File: src/rtl/stream_batch_sorter.sv
// Streaming batch sorter: loads N words, sorts them with an odd-even
// transposition network (one pass per cycle), then drains them in order.
module stream_batch_sorter #(
  parameter int unsigned DATA_W = 8,
  parameter int unsigned N      = 4
) (
  input  logic              clk,
  input  logic              rst_n,
  input  logic              in_valid,
  output logic              in_ready,
  input  logic [DATA_W-1:0] in_data,
  input  logic              descend,
  output logic              out_valid,
  input  logic              out_ready,
  output logic [DATA_W-1:0] out_data,
  output logic              out_last,
  output logic              busy
);

  localparam int unsigned CNT_W = $clog2(N) + 1;
  localparam int unsigned IDX_W = $clog2(N);

  typedef enum logic [1:0] {
    S_LOAD  = 2'd0,
    S_SORT  = 2'd1,
    S_DRAIN = 2'd2
  } state_t;

  state_t            r_state;
  logic [CNT_W-1:0]  r_idx;
  logic [CNT_W-1:0]  r_pass;
  logic              r_desc;
  logic [DATA_W-1:0] r_buf [N];
  logic              r_in_ready;
  logic              r_out_valid;
  logic [DATA_W-1:0] r_out_data;
  logic              r_out_last;
  logic              r_busy;

  state_t            w_state_nxt;
  logic [CNT_W-1:0]  w_idx_nxt;
  logic [CNT_W-1:0]  w_pass_nxt;
  logic              w_desc_nxt;
  logic [DATA_W-1:0] w_buf_nxt [N];
  logic              w_in_ready_nxt;
  logic              w_out_valid_nxt;
  logic [DATA_W-1:0] w_out_data_nxt;
  logic              w_out_last_nxt;
  logic              w_busy_nxt;
  logic              w_in_fire;
  logic              w_out_fire;
  logic              w_swap;

  assign w_in_fire  = in_valid  && r_in_ready;
  assign w_out_fire = out_ready && r_out_valid;

  assign in_ready  = r_in_ready;
  assign out_valid = r_out_valid;
  assign out_data  = r_out_data;
  assign out_last  = r_out_last;
  assign busy      = r_busy;

  // Next-state, datapath update and next registered outputs.
  always_comb begin
    w_state_nxt = r_state;
    w_idx_nxt   = r_idx;
    w_pass_nxt  = r_pass;
    w_desc_nxt  = r_desc;
    w_buf_nxt   = r_buf;
    w_swap      = 1'b0;

    case (r_state)
      S_LOAD: begin
        if (w_in_fire) begin
          w_buf_nxt[r_idx[IDX_W-1:0]] = in_data;
          if (r_idx == '0) begin
            w_desc_nxt = descend;
          end
          if (r_idx == CNT_W'(N - 1)) begin
            w_state_nxt = S_SORT;
            w_idx_nxt   = '0;
            w_pass_nxt  = '0;
          end else begin
            w_idx_nxt = r_idx + CNT_W'(1);
          end
        end
      end

      S_SORT: begin
        // Even passes pair (0,1),(2,3)..; odd passes pair (1,2),(3,4)..
        for (int unsigned i = 0; i < N - 1; i++) begin
          if (1'(i) == r_pass[0]) begin
            w_swap = r_desc ? (r_buf[i] < r_buf[i+1]) : (r_buf[i] > r_buf[i+1]);
            if (w_swap) begin
              w_buf_nxt[i]   = r_buf[i+1];
              w_buf_nxt[i+1] = r_buf[i];
            end
          end
        end
        if (r_pass == CNT_W'(N - 1)) begin
          w_state_nxt = S_DRAIN;
          w_idx_nxt   = '0;
        end else begin
          w_pass_nxt = r_pass + CNT_W'(1);
        end
      end

      S_DRAIN: begin
        if (w_out_fire) begin
          if (r_idx == CNT_W'(N - 1)) begin
            w_state_nxt = S_LOAD;
            w_idx_nxt   = '0;
          end else begin
            w_idx_nxt = r_idx + CNT_W'(1);
          end
        end
      end

      default: begin
        w_state_nxt = S_LOAD;
        w_idx_nxt   = '0;
        w_pass_nxt  = '0;
      end
    endcase

    w_in_ready_nxt  = (w_state_nxt == S_LOAD);
    w_out_valid_nxt = (w_state_nxt == S_DRAIN);
    w_busy_nxt      = (w_state_nxt != S_LOAD);
    w_out_last_nxt  = (w_state_nxt == S_DRAIN) && (w_idx_nxt == CNT_W'(N - 1));
    w_out_data_nxt  = (w_state_nxt == S_DRAIN) ? w_buf_nxt[w_idx_nxt[IDX_W-1:0]] : r_out_data;
  end

  // State, buffer and output registers.
  always_ff @(posedge clk or negedge rst_n) begin
    if (!rst_n) begin
      r_state     <= S_LOAD;
      r_idx       <= '0;
      r_pass      <= '0;
      r_desc      <= 1'b0;
      for (int unsigned i = 0; i < N; i++) begin
        r_buf[i] <= '0;
      end
      r_in_ready  <= 1'b1;
      r_out_valid <= 1'b0;
      r_out_data  <= '0;
      r_out_last  <= 1'b0;
      r_busy      <= 1'b0;
    end else begin
      r_state     <= w_state_nxt;
      r_idx       <= w_idx_nxt;
      r_pass      <= w_pass_nxt;
      r_desc      <= w_desc_nxt;
      r_buf       <= w_buf_nxt;
      r_in_ready  <= w_in_ready_nxt;
      r_out_valid <= w_out_valid_nxt;
      r_out_data  <= w_out_data_nxt;
      r_out_last  <= w_out_last_nxt;
      r_busy      <= w_busy_nxt;
    end
  end

endmodule
File: config.mk
export PLATFORM = sky130hd
export DESIGN_NAME = stream_batch_sorter
export DESIGN_NICKNAME = d
export VERILOG_FILES = /design/src/rtl/stream_batch_sorter.sv
export SDC_FILE = /design/constraint.sdc
export NUM_CORES = 1
export LEC_CHECK = 0
export CORE_MARGIN = 4
export CORE_UTILIZATION = 42
export CTS_CLUSTER_SIZE = 10
export DETAILED_ROUTE_END_ITERATION = 8
export GPL_ROUTABILITY_DRIVEN = 0
export SLEW_MARGIN = 10
export SYNTH_ARGS = -nofsm -noshare
export SYNTH_HDL_FRONTEND = slang
export SYNTH_SLANG_ARGS = --single-unit
export TNS_END_PERCENT = 10
File: constraint.sdc
create_clock -name clk -period 7.53 [get_ports clk]
set_input_delay 1.1295 -clock clk [delete_from_list [all_inputs] [get_ports clk]]
set_output_delay 1.1295 -clock clk [all_outputs]
set_load 0.02 [all_outputs]
* Word level (Yosys, flattened, before mapping)
Index checks and enable logic that the tools add are counted.
Cells by class: add/sub/neg operators 2, bitwise logic cells 3, $lt $le $gt $ge 9, reductions and logical operators 10, eq/ne operators 9, multiplexer cells 32
Operator list (count):
- $mux W16 | 6
- $pmux W32 S2 | 1
- $bwmux W32 | 1
- $mux W32 | 1
- $gt A8 B8 Y1 | 3
- $lt A8 B8 Y1 | 3
- $mux W8 | 3
- $mux W3 | 7
- $pmux W3 S3 | 2
- $bmux W8 S2 | 1
- $demux W8 S2 | 1
- $mux W2 | 5
- $eq A3 B2 Y1 const B | 3
- $add A3 B1 Y3 const B | 2
- $ge A3 B3 Y1 const B | 2
- $ne A2 B2 Y1 const B | 3
- $not A2 Y3 | 2
- $pmux W2 S3 | 1
- $eq A2 B2 Y1 const B | 2
- $logic_and A1 B1 Y1 | 4
- $logic_not A2 Y1 | 2
- $reduce_and A4 Y1 | 1
- $logic_not A3 Y1 | 1
- $lt A3 B1 Y1 const B | 1
- other kinds (5) | 7
Word-level totals: bits of input ports 13, word-level logic and storage cells 78, output and inout bits 12, bits in registers 53

* Depth between registers and ports, before layout
depth in word-level cells 12, gate-level depth with buffers 12, depth with buffers taken out 10

* Worst setup path after synthesis
Ideal clock, no wire load.
path kind input to register, from input port out_ready, to register r_out_data[1], in the netlist out_data[1], slack 4675 ps, data arrival time 2724 ps, stages on the path 9, required time 7399 ps, library setup time 131 ps, buffers on the path 0, cells stage by stage and3_1 > o21bai_1 > mux2i_1 > o32a_1 > inv_2 > o311a_1 > a21oi_1 > a22o_1 > or3_1
On the way: cells in the longest elaborated chain, start to end 7, elaborated cells on any way between the ends 10, those cells by class eq/ne: 1; mux: 7; bitwise: 1; reduce/logical: 1
Ends and longest elaborated chain:
- start, declared | line 14 | input logic out_ready,
- $logic_and A1 B1 Y1 | line 55 | assign w_out_fire = out_ready && r_out_valid;
- $mux W3 | line 109 | if (w_out_fire) begin
- $pmux W3 S3 | line 72 | case (r_state)
- via w_idx_nxt[0] | line 41 | logic [CNT_W-1:0] w_idx_nxt;
- $not A2 Y3 (implied by the code) | line 130 | w_out_data_nxt = (w_state_nxt == S_DRAIN) ? w_buf_nxt[w_idx_nxt[IDX_W-1:0]] : r_out_data;
- $bmux W8 S2 | line 130
- $mux W8 (implied by the code) (2 in a row) | line 130
- end signal, assigned | line 156 | r_out_data <= w_out_data_nxt;
- end, declared | line 36 | logic [DATA_W-1:0] r_out_data;
The timed path passes the listed nets, and every way through them passes these cells. The select of a mux whose other input is x is not followed. A chain may end at the register's enable or synchronous reset.

* Final worst setup path
from input port in_valid, to register r_out_data[7], in the netlist out_data[7]
On the way: cells in the longest elaborated chain, start to end 7, elaborated cells on any way between the ends 12, those cells by class eq/ne: 1; mux: 9; bitwise: 1; reduce/logical: 1
Ends and longest elaborated chain:
- start, declared | line 9 | input logic in_valid,
- $logic_and A1 B1 Y1 * | line 54 | assign w_in_fire = in_valid && r_in_ready;
- $mux W3 | line 74 | if (w_in_fire) begin
- $pmux W3 S3 | line 72
- $not A2 Y3 (implied by the code) | line 130
- $bmux W8 S2 | line 130
- $mux W8 (implied by the code) (2 in a row) | line 130
Every way passes the cells marked *; elsewhere a longest branch is shown, timed or not. The select of a mux whose other input is x is not followed.

==> flow_summary_export.csv <==
group,metric,value,unit
min_path,min_path_type,"reg2reg",
logic_synthesis,synth_commonest_cells,"52 x dfrtp_1, 45 x nand2_1, 33 x inv_1",
setup_path,crit_cells,8,
global_route,grt-ovfl-total,0,
clock_network,cts-htree-levels,2,
sta,hold_viol,0,
placement,dp_worst_setup_slack,3.82,ns
detailed_routing,viasPerCell,6.36,
die,die_x,103,um
clock_network,postCtsSetupBuffers,0,
global_route,grt_max_degree,54,
sta,fmax,296,MHz
logic_synthesis,avgSynthCellArea,8.86,sq um
detailed_routing,dr.first_iter.drc_count,407,
sta,rsz0062_at_grt,"false",
detailed_routing,route.met3.wl,984,um
detailed_routing,drtAntennaViolNets,0,
logic_synthesis,syn_nets,470,
power_and_ir_drop,power.leakage,0.00190,uW
power_and_ir_drop,power.share.switching,0.503,
layout,n_antenna_cell,0,
sta,fin_crit,3.38,ns
placement,port_buffers,24,
setup_path,r2r_start,"r_buf[15]",
layout,utilization,0.481,
sta,finalSetupViolCount,0,
min_path,holdPathStages,2,
logic_synthesis,ys.flop_type,"dfrtp_1",
power_and_ir_drop,clockPowerShare,0.100,
setup_path,cp-startpoint,"in_valid",
logic_synthesis,synth_edf_count,0,
setup_path,crit_arrival,3.59,ns
die,ios,25,
setup_path,crit_chain,"clkdlybuf4s50_1 > nand2_1 > nor3_1 > and2_1 > a31oi_1 > a22oi_1 > a21oi_1 > or3_1",
clock_network,cts_buffer_depth,2,
setup_path,path_class,"in2reg",
logic_synthesis,yosys.cell_types.count,54,
layout,fin_cells,551,
setup_path,max_stage_delay,0.50,ns
setup_path,crit_fanout,10,
setup_path,start_kind,"input pin",
placement,dp_hpwl,8920,um
detailed_routing,wl_met2,5190,um
sta,final.setup.worst_slack,4.15,ns
clock_network,root_buffer,"clkbuf_8",
power_and_ir_drop,power,2090,uW
logic_synthesis,syn_inst,427,
power_and_ir_drop,power_density,496,nW/um^2
sta,fin_worst_skew,0.00658,ns
global_route,grtUsageTotal,0.226,
die,rows,34,
sta,tightest_slew,0.698,ns
sta,post-route-period-util,0.449,
power_and_ir_drop,p_int,1040,uW
setup_path,slowest_stage,"clkdlybuf4s50_1",
logic_synthesis,synth.most_common_cell,"dfrtp_1",
detailed_routing,drt_wl_total,11300,um
logic_synthesis,yosys_register_bits,53,
clock_network,cts_inserted_buffers,5,
logic_synthesis,ys_top_cells_by_area,"dfrtp_1 34%, ha_1 9.9%, a22o_1 4.6%, nand2_1 4.5%, o211ai_1 3.8%",
clock_network,cts_tree,"yes",
setup_path,worstRegToRegCells,10,
sta,maxSlewHeadroom,0.534,
detailed_routing,dr.max_layer_used,"met4",
global_route,grt_pass1_wl,18400,um
layout,layout-drive-gt1-share,0.0542,
logic_synthesis,synth-async-reset-ratio,1.00,
min_path,hp-start,"r_pass[2]",
setup_path,cp.required,7.74,ns
clock_network,cts.sinks,53,
clock_network,clock_latency,0.32,ns
logic_synthesis,synth_top_area_frac,0.344,
placement,dp.cells,543,
power_and_ir_drop,ir_drop,0.165,mV
logic_synthesis,syn_area,3780,sq um
setup_path,cp-end-kind,"register",
flow_run,maxCapViolations,0,
die,dieArea,10600,sq um
global_route,antenna_found_initial,0,
sta,setup-tns-final,0,ns
detailed_routing,drcViolationCount,0,
global_route,first_global_vias,3457,
die,die_y,103,um
sta,slew_violations,0,
logic_synthesis,synth-seq-area-share,0.351,
detailed_routing,drt-met1-wl,5040,um
clock_network,cts_resized,0,
detailed_routing,num_vias,3507,
setup_path,crit_buf_inv,1,
logic_synthesis,synth_top_area_cell,"dfrtp_1",
logic_synthesis,synth_warnings,0,
layout,area_delta_synth_final,11.3,%
die,core_area,8760,sq um
die,initial_core_util,0.432,
clock_network,cts.hold.buffers_added,0,
layout,num-nets-final,485,
status,status,"finished clean",
power_and_ir_drop,p_comb_frac,0.618,
detailed_routing,wl_per_cell,20.6,um
clock_network,clk_pin_slew,0.10,ns
detailed_routing,first_pass_iters,5,
setup_path,cpLargestDelayFamily,"simple AND/OR/NAND/NOR gates",
power_and_ir_drop,seqPwrFrac,0.283,
power_and_ir_drop,switching_power,1050,uW
==> worst paths after layout <==
check                                   end  slack (ns)
min in group asynchronous         r_pass[2]        0.91
max in group asynchronous         r_buf[19]        6.13
worst max-delay path            out_data[7]        4.15
worst min register to register    r_pass[2]        0.57
worst min-delay path              r_pass[2]        0.57
worst max register to register  out_data[5]        4.38
==> sequential cells by signal, summed over array words and instances, names as in the netlist <==
name	flops
busy	1
in_ready	1
out_data	8
out_last	1
out_valid	1
r_buf	32
r_desc	1
r_idx	3
r_pass	3
r_state	2
==> worst min-delay path: cells and delay by family, from the launching register on <==
kind / cells / cell delay [ns]
flops: 1 / 0.41
simple gates: 1 / 0.06
compound gates: 1 / 0.07
==> layer usage <==
metal	global-route usage	vias to the layer above
met2	0.351	171
met5	0	-
li1	-	1633
met4	0.0468	0
met3	0.0406	10
met1	0.330	1693
==> cell type report <==
| class | instances | area, sq um |
|---|---|---|
| multi-input cells | 321 | 2240 |
| fillers | 861 | 4550 |
| inverters | 34 | 128 |
| clock buffers | 6 | 82.6 |
| flip-flops and latches | 53 | 1330 |
| well taps | 108 | 135 |
| clock inverters | 2 | 37.5 |
| repair buffers | 27 | 258 |
==> placed cells by master (no fill, tap or decap), drive strengths merged, types with 2 or more instances in the layout <==
master and instances:
or3 7, dfrtp 52, a21o 10, a31oi 13
nand2 45, o311a 4, a22oi 13, o211ai 20
clkbuf 6, nor3 7, buf 4, and2 4
o31ai 5, a21oi 29, nand3 9, clkdlybuf4s50 23
nand2b 5, o21ai 23, o22ai 2, and4 2
mux2i 10, nor2b 7, a221o 4, or2 3
ha 30, nand4 4, inv 34, a222oi 4
a211oi 2, nor2 16, a22o 20, and3 4
o21a 3, a211o 9
==> through the flow <==
stage          cell area [sq um]  hold slack (ns)
3_5_place_dp                4090            0.547
4_1_cts                     4210            0.573
3_3_place_gp                4090            0.541
6_report                    4210            0.569
5_1_grt                     4210            0.629
2_1_floorplan               3780            0.490
==> power by group through the flow <==
stage	combinational [uW]	sequential [uW]	clock (uW)
floorplan	941	541	0
global placement	1250	588	0
detailed placement	1270	589	0
CTS	1270	583	211
global route	1430	608	223
finish	1290	590	209
==> kinds of logic (layout without fill, tap and decap cells) <==
logic type	count (synthesis)	in the layout	synth area share
mux	11	11	0.0294
simple gates	115	115	0.153
flops	53	53	0.351
buf+inv	53	69	0.0562
compound gates	165	165	0.311
fa+ha+maj	30	30	0.0992
(Power assumes the default switching activity.)
